[src/rtl/sha_nonce_feeder.sv]
// Work feeder for sha256_2_pipeline: streams {tail, nonce} blocks one per cycle
// and carries each nonce through a latency-matched tag line to the pipeline output.
module sha_nonce_feeder #(
    parameter int PIPE_LAT = 64,
    parameter int NONCE_W  = 32
) (
    input  logic                   CLK,
    input  logic                   RST,
    input  logic                   work_valid,
    output logic                   work_ready,
    input  logic [255:0]           work_midstate,
    input  logic [95:0]            work_tail,
    input  logic [NONCE_W-1:0]     nonce_start,
    input  logic [NONCE_W-1:0]     nonce_end,
    input  logic                   abort,
    output logic                   pipe_write_en,
    output logic [255:0]           pipe_digest_init,
    output logic [255:0]           pipe_digest_in,
    output logic [95+NONCE_W:0]    pipe_block,
    output logic [NONCE_W-1:0]     nonce_tag,
    output logic                   nonce_tag_valid,
    output logic                   done,
    output logic [NONCE_W:0]       issued_count
);

    typedef enum logic [1:0] {
        IDLE  = 2'd0,
        RUN   = 2'd1,
        DRAIN = 2'd2
    } state_t;

    state_t               state_r;
    state_t               state_s;
    logic                 accept_s;
    logic                 last_s;
    logic                 abort_s;
    logic                 tag_done_s;

    logic                 work_ready_r;
    logic                 pipe_write_en_r;
    logic [255:0]         midstate_r;
    logic [95:0]          tail_r;
    logic [NONCE_W-1:0]   nonce_cur_r;
    logic [NONCE_W-1:0]   nonce_end_r;
    logic [NONCE_W:0]     issued_count_r;

    logic [PIPE_LAT-1:0]  tag_valid_r;
    logic [PIPE_LAT-1:0]  tag_last_r;
    logic [NONCE_W-1:0]   tag_nonce_r [PIPE_LAT];

    assign tag_done_s = tag_valid_r[PIPE_LAT-1] & tag_last_r[PIPE_LAT-1];

    // Next-state decode; abort outranks the last-issue transition.
    always_comb begin
        state_s  = state_r;
        accept_s = 1'b0;
        last_s   = 1'b0;
        abort_s  = 1'b0;
        case (state_r)
            IDLE: begin
                if (work_valid && work_ready_r) begin
                    accept_s = 1'b1;
                    state_s  = RUN;
                end else begin
                    state_s  = IDLE;
                end
            end
            RUN: begin
                last_s  = (nonce_cur_r == nonce_end_r);
                abort_s = abort;
                if (abort) begin
                    state_s = IDLE;
                end else if (last_s) begin
                    state_s = DRAIN;
                end else begin
                    state_s = RUN;
                end
            end
            DRAIN: begin
                abort_s = abort;
                if (abort) begin
                    state_s = IDLE;
                end else if (tag_done_s) begin
                    state_s = IDLE;
                end else begin
                    state_s = DRAIN;
                end
            end
            default: begin
                state_s = IDLE;
            end
        endcase
    end

    // Control state, handshake flags and the latched work unit.
    always_ff @(posedge CLK or posedge RST) begin
        if (RST) begin
            state_r         <= IDLE;
            work_ready_r    <= 1'b0;
            pipe_write_en_r <= 1'b0;
            midstate_r      <= 256'd0;
            tail_r          <= 96'd0;
            nonce_cur_r     <= '0;
            nonce_end_r     <= '0;
            issued_count_r  <= '0;
        end else begin
            state_r         <= state_s;
            work_ready_r    <= (state_s == IDLE);
            pipe_write_en_r <= (state_s == RUN);
            if (accept_s) begin
                midstate_r     <= work_midstate;
                tail_r         <= work_tail;
                nonce_cur_r    <= nonce_start;
                nonce_end_r    <= nonce_end;
                issued_count_r <= '0;
            end else if (state_r == RUN) begin
                nonce_cur_r    <= nonce_cur_r + NONCE_W'(1);
                issued_count_r <= issued_count_r + (NONCE_W+1)'(1);
            end
        end
    end

    // Tag valid/last line; abort wipes every valid bit so nothing stale emerges.
    always_ff @(posedge CLK or posedge RST) begin
        if (RST) begin
            tag_valid_r <= '0;
            tag_last_r  <= '0;
        end else begin
            for (int i = PIPE_LAT - 1; i > 0; i--) begin
                tag_valid_r[i] <= abort_s ? 1'b0 : tag_valid_r[i-1];
                tag_last_r[i]  <= tag_last_r[i-1];
            end
            tag_valid_r[0] <= abort_s ? 1'b0 : pipe_write_en_r;
            tag_last_r[0]  <= last_s;
        end
    end

    // Tag nonce line, shifted in lockstep with the valid/last bits.
    always_ff @(posedge CLK or posedge RST) begin
        if (RST) begin
            for (int i = 0; i < PIPE_LAT; i++) begin
                tag_nonce_r[i] <= '0;
            end
        end else begin
            for (int i = PIPE_LAT - 1; i > 0; i--) begin
                tag_nonce_r[i] <= tag_nonce_r[i-1];
            end
            tag_nonce_r[0] <= nonce_cur_r;
        end
    end

    assign work_ready       = work_ready_r;
    assign pipe_write_en    = pipe_write_en_r;
    assign pipe_digest_init = midstate_r;
    assign pipe_digest_in   = midstate_r;
    assign pipe_block       = {tail_r, nonce_cur_r};
    assign nonce_tag        = tag_nonce_r[PIPE_LAT-1];
    assign nonce_tag_valid  = tag_valid_r[PIPE_LAT-1];
    assign done             = tag_done_s;
    assign issued_count     = issued_count_r;

endmodule

[config.mk]
export PLATFORM = sky130hd
export DESIGN_NAME = sha_nonce_feeder
export DESIGN_NICKNAME = d
export VERILOG_FILES = /design/src/rtl/sha_nonce_feeder.sv
export SDC_FILE = /design/constraint.sdc
export NUM_CORES = 2
export LEC_CHECK = 0
export ABC_CLOCK_PERIOD_IN_PS = 91000
export BUFFER_PORTS_ARGS = -buffer_cell sky130_fd_sc_hd__buf_2
export CORE_AREA = 5 5 435 437
export CTS_CLUSTER_DIAMETER = 100
export DETAILED_ROUTE_END_ITERATION = 12
export DIE_AREA = 0 0 440 442
export GPL_ROUTABILITY_DRIVEN = 0
export PLACE_DENSITY = 0.71
export REMOVE_ABC_BUFFERS = 1
export SETUP_SLACK_MARGIN = 0.05
export SLEW_MARGIN = 20
export SYNTH_ARGS = -nofsm -noshare
export SYNTH_HDL_FRONTEND = slang
export SYNTH_SLANG_ARGS = --single-unit
export TNS_END_PERCENT = 5
[constraint.sdc]
create_clock -name CLK -period 91 [get_ports CLK]
set_clock_uncertainty 0.05 [all_clocks]
set_input_delay 9.1 -clock CLK [delete_from_list [all_inputs] [get_ports CLK]]
set_output_delay 9.1 -clock CLK [all_outputs]
set_load 0.03 [all_outputs]
==> summary.md <==
| Metric | Value |
|---|---|
| Starting Density | `40.8%` |
| # rows | `158` |
| # H-tree levels | `5` |
| Status | `complete, no violations` |
| Synth top cells by count | `dfrtp_1 (2629), nand2_1 (1203), buf_4 (288)` |
| Number of distinct library cells after synthesis | `35` |
| Initial antenna violation count | `140` |
| Grt ovf | `0` |
| Post-Syn Area | `75300 µm²` |
| Logic pwr share | `22.0%` |
| Pin count of the biggest net entering global routing | `202` |
| Worst R2R Path Depth | `8` |
| LEAKAGE | `46.7 nW` |
| Reg2reg end | `pipe_digest_in[236]` |
| Hold path start | `tag_nonce_r[809]` |
| Final nets | `6074` |
| CTS Hold Buffers Added | `0` |
| R2R Setup Slk | `85.86 ns` |
| Critical Path RT | `91.85 ns` |
| # port buffers | `1128` |
| Count leader, synth | `dfrtp_1` |
| Synth area leaders | `dfrtp_1 (87%), nand2_1 (6.0%), buf_4 (2.9%)` |
| Share of layout cells above drive strength 1 | `27.5%` |
| Drt pass-1 iters | `9` |
| Worst slew pin tran | `1.07 ns` |
| Period utilization | `14.3%` |
| Design Area, Final | `91200 µm²` |
| Critical Path AT | `13.90 ns` |
| Reg2reg start | `state_r[0]` |
| Setup WS post-layout | `77.95 ns` |
| Post-Route Utilization | `49.4%` |
| Dominant synthesized flop cell | `dfrtp_1` |
| DP Wirelength | `171000 µm` |
| Vias in the first global route | `42.1k` |
| Post-CTS sizing | `0` |
| CP endpoint kind | `async pin` |
| Worst-path maximum fanout | `186` |
| Ys async rst share | `100%` |
| Num CTS Buffers | `276` |
| Worst Hold End | `tag_nonce_r[777]` |
| Clock root buffer | `clkbuf_16` |
| Clock share of power | `30.2%` |
| CORE AREA | `185000 µm²` |
| Max-cap violation count | `0` |
| CTS Buffer Depth | `4` |
| Cell taking the most area after synthesis | `dfrtp_1` |
| Die Y | `442 µm` |
| First-pass GRT wire length | `337000 µm` |
| Share of the synthesized area in the top cell type | `87.4%` |
| Yosys warns | `0` |
| Class of the most critical setup path | `primary input to async pin` |
| Number of enable flip-flop cells after synthesis | `0` |
| Slew Limit Fails | `0` |
| Register area share after synthesis | `87.4%` |
| Clk sinks | `2629` |
| Chip width | `440 µm` |
| Initial drt markers | `4100` |
| Crit path from | `RST` |
| Setup TNS | `0 ns` |
| Routed vias | `39.8k` |
| I/O pin total | `1129` |
| Final setup fails | `0` |
| Vias per cell | `4.69` |
| WHS | `0.249 ns` |
| Power, Total | `3.64 mW` |
| Unrepaired setup endpoints after global routing | `false` |
| Clock Pin Slew Worst Setup and Hold Paths | `0.06 ns` |
| CTS tree | `built` |
| Maximum VDD drop | `0.0000451 V` |
| Internal power | `2.35 mW` |
| Final hold vios | `0` |
| Synth Area per Inst | `16.4 µm²` |
| Clk_lat worst skew | `0.91 ns` |
| Synthesized flop and latch total | `2629` |
| Switching power share of the total | `35.4%` |
| Post-CTS Setup Inserts | `0` |
| Post-synthesis cell count | `4593` |
| Pwr dens | `39.9 nW/µm²` |
| Net switching power | `1.29 mW` |
| DRT Wirelength | `245000 µm` |
| Maximum clock frequency | `0.0766 GHz` |
| # DRC | `0` |
| Die ar. | `194000 µm²` |
| Fill count | `15.2k` |
| Post-detailed-route wirelength per cell | `28.8 µm` |
| Reg power frac | `47.8%` |
| Slew headroom | `28.9%` |
| Post-Place Cells | `7846` |
| Antenna violation net count after detailed routing | `0` |
| Startpoint types | `primary input` |
| DP Area | `81800 µm²` |
| Fin cells | `8486` |
| Hold crit path type | `flip-flop to flip-flop` |
| Synthesis-to-finish area growth | `21.1%` |
| Min-Delay Path Depth | `0` |
| Dpl ws | `76.48 ns` |
| Period minus WS final | `13.05 ns` |
| GRT Util Overall | `25.3%` |
[critical path, cell delays in order]
cell	delay [ns]
buf_2	0.13
inv_8	0.51
buf_12	0.53
buf_12	0.68
buf_12	0.47
buf_16	0.44
buf_6	0.64
buf_4	0.88
[registers in the layout, indices dropped and copies added, names as in the netlist]
register        cells
tag_last_r         64
work_ready          1
tail_r             96
state_r             2
pipe_write_en       1
tag_valid_r        64
pipe_digest_in    256
nonce_end_r        32
issued_count       33
nonce_cur_r        32
tag_nonce_r      2016
nonce_tag          32
[cells by family (layout without fill, tap and decap cells)]
family / Yosys count / count (layout) / share of synthesized area [%]
DFF: 2629 / 2629 / 87.4
and+or+nand+nor: 1415 / 1415 / 7.65
buffers and inverters: 406 / 1648 / 3.50
xor gates and xnor gates: 90 / 90 / 1.05
AOI/OAI and AO/OA: 45 / 45 / 0.316
adders and majority gates: 6 / 6 / 0.0997
muxes: 2 / 2 / 0.0266
other: 0 / 171 / 0
[cell usage in the layout, fill, tap and decap left out, types with 10 or more instances in the layout]
cell type   count
clkbuf_8       42
nor2_1         47
and2_1         67
nand4_1        28
inv_6          10
clkinvlp_4     12
xor2_1         78
clkinv_2       48
clkbuf_16     281
diode_2       171
nand3_1        25
xnor2_1        12
o21ai_0        33
clkbuf_1       49
dfrtp_1      2629
nand2_1      1203
buf_2        1128
buf_4          31
bufinv_16      18
[worst max path at each step]
| stage | endpoint | slack [ns] | cells past startpoint |
|---|---|---|---|
| finish | pipe_digest_in[47] | 77.95 | 8 |
| global route | pipe_digest_in[47] | 77.00 | 8 |
| CTS | tag_nonce_r[433] | 77.38 | 7 |
| detailed placement | pipe_digest_in[197] | 76.48 | 7 |
| global placement | pipe_digest_in[197] | 76.71 | 7 |
| floorplan | issued_count[0] | 7.53 | 1 |
[final cells by class]
type                            count  area (µm²)  area share [%]
Sequential cell                  2629       65800            72.1
Clock buffer                      372        7790            8.54
Multi-Input combinational cell   1558        6910            7.57
Timing Repair Buffer             1174        6130            6.72
Tap cell                         2480        3100            3.40
Clock inverter                     93        1020            1.12
Antenna cell                      171         428           0.469
Inverter                            9        41.3          0.0453
[power by group through the flow]
stage	Sequential (mW)	Combinational (mW)	Clock [mW]
final	1.74	0.800	1.10
after global routing	1.77	0.818	1.18
after global placement	1.71	0.764	0
after detailed placement	1.74	0.770	0
after CTS	1.74	0.773	1.13
after floorplan	1.99	0.176	0
[routing by layer]
layer	part of all wire, %	track usage (%)	wire length, µm	vias to the layer above
met2	42	34.8	103000	2065
met3	13	15.0	32700	884
met1	33	27.1	80500	20500
li1	-	-	-	16200
met4	11	22.6	28000	54
met5	0.43	2.63	1050	-
No activity file was read; power rests on OpenSTA's default activity.
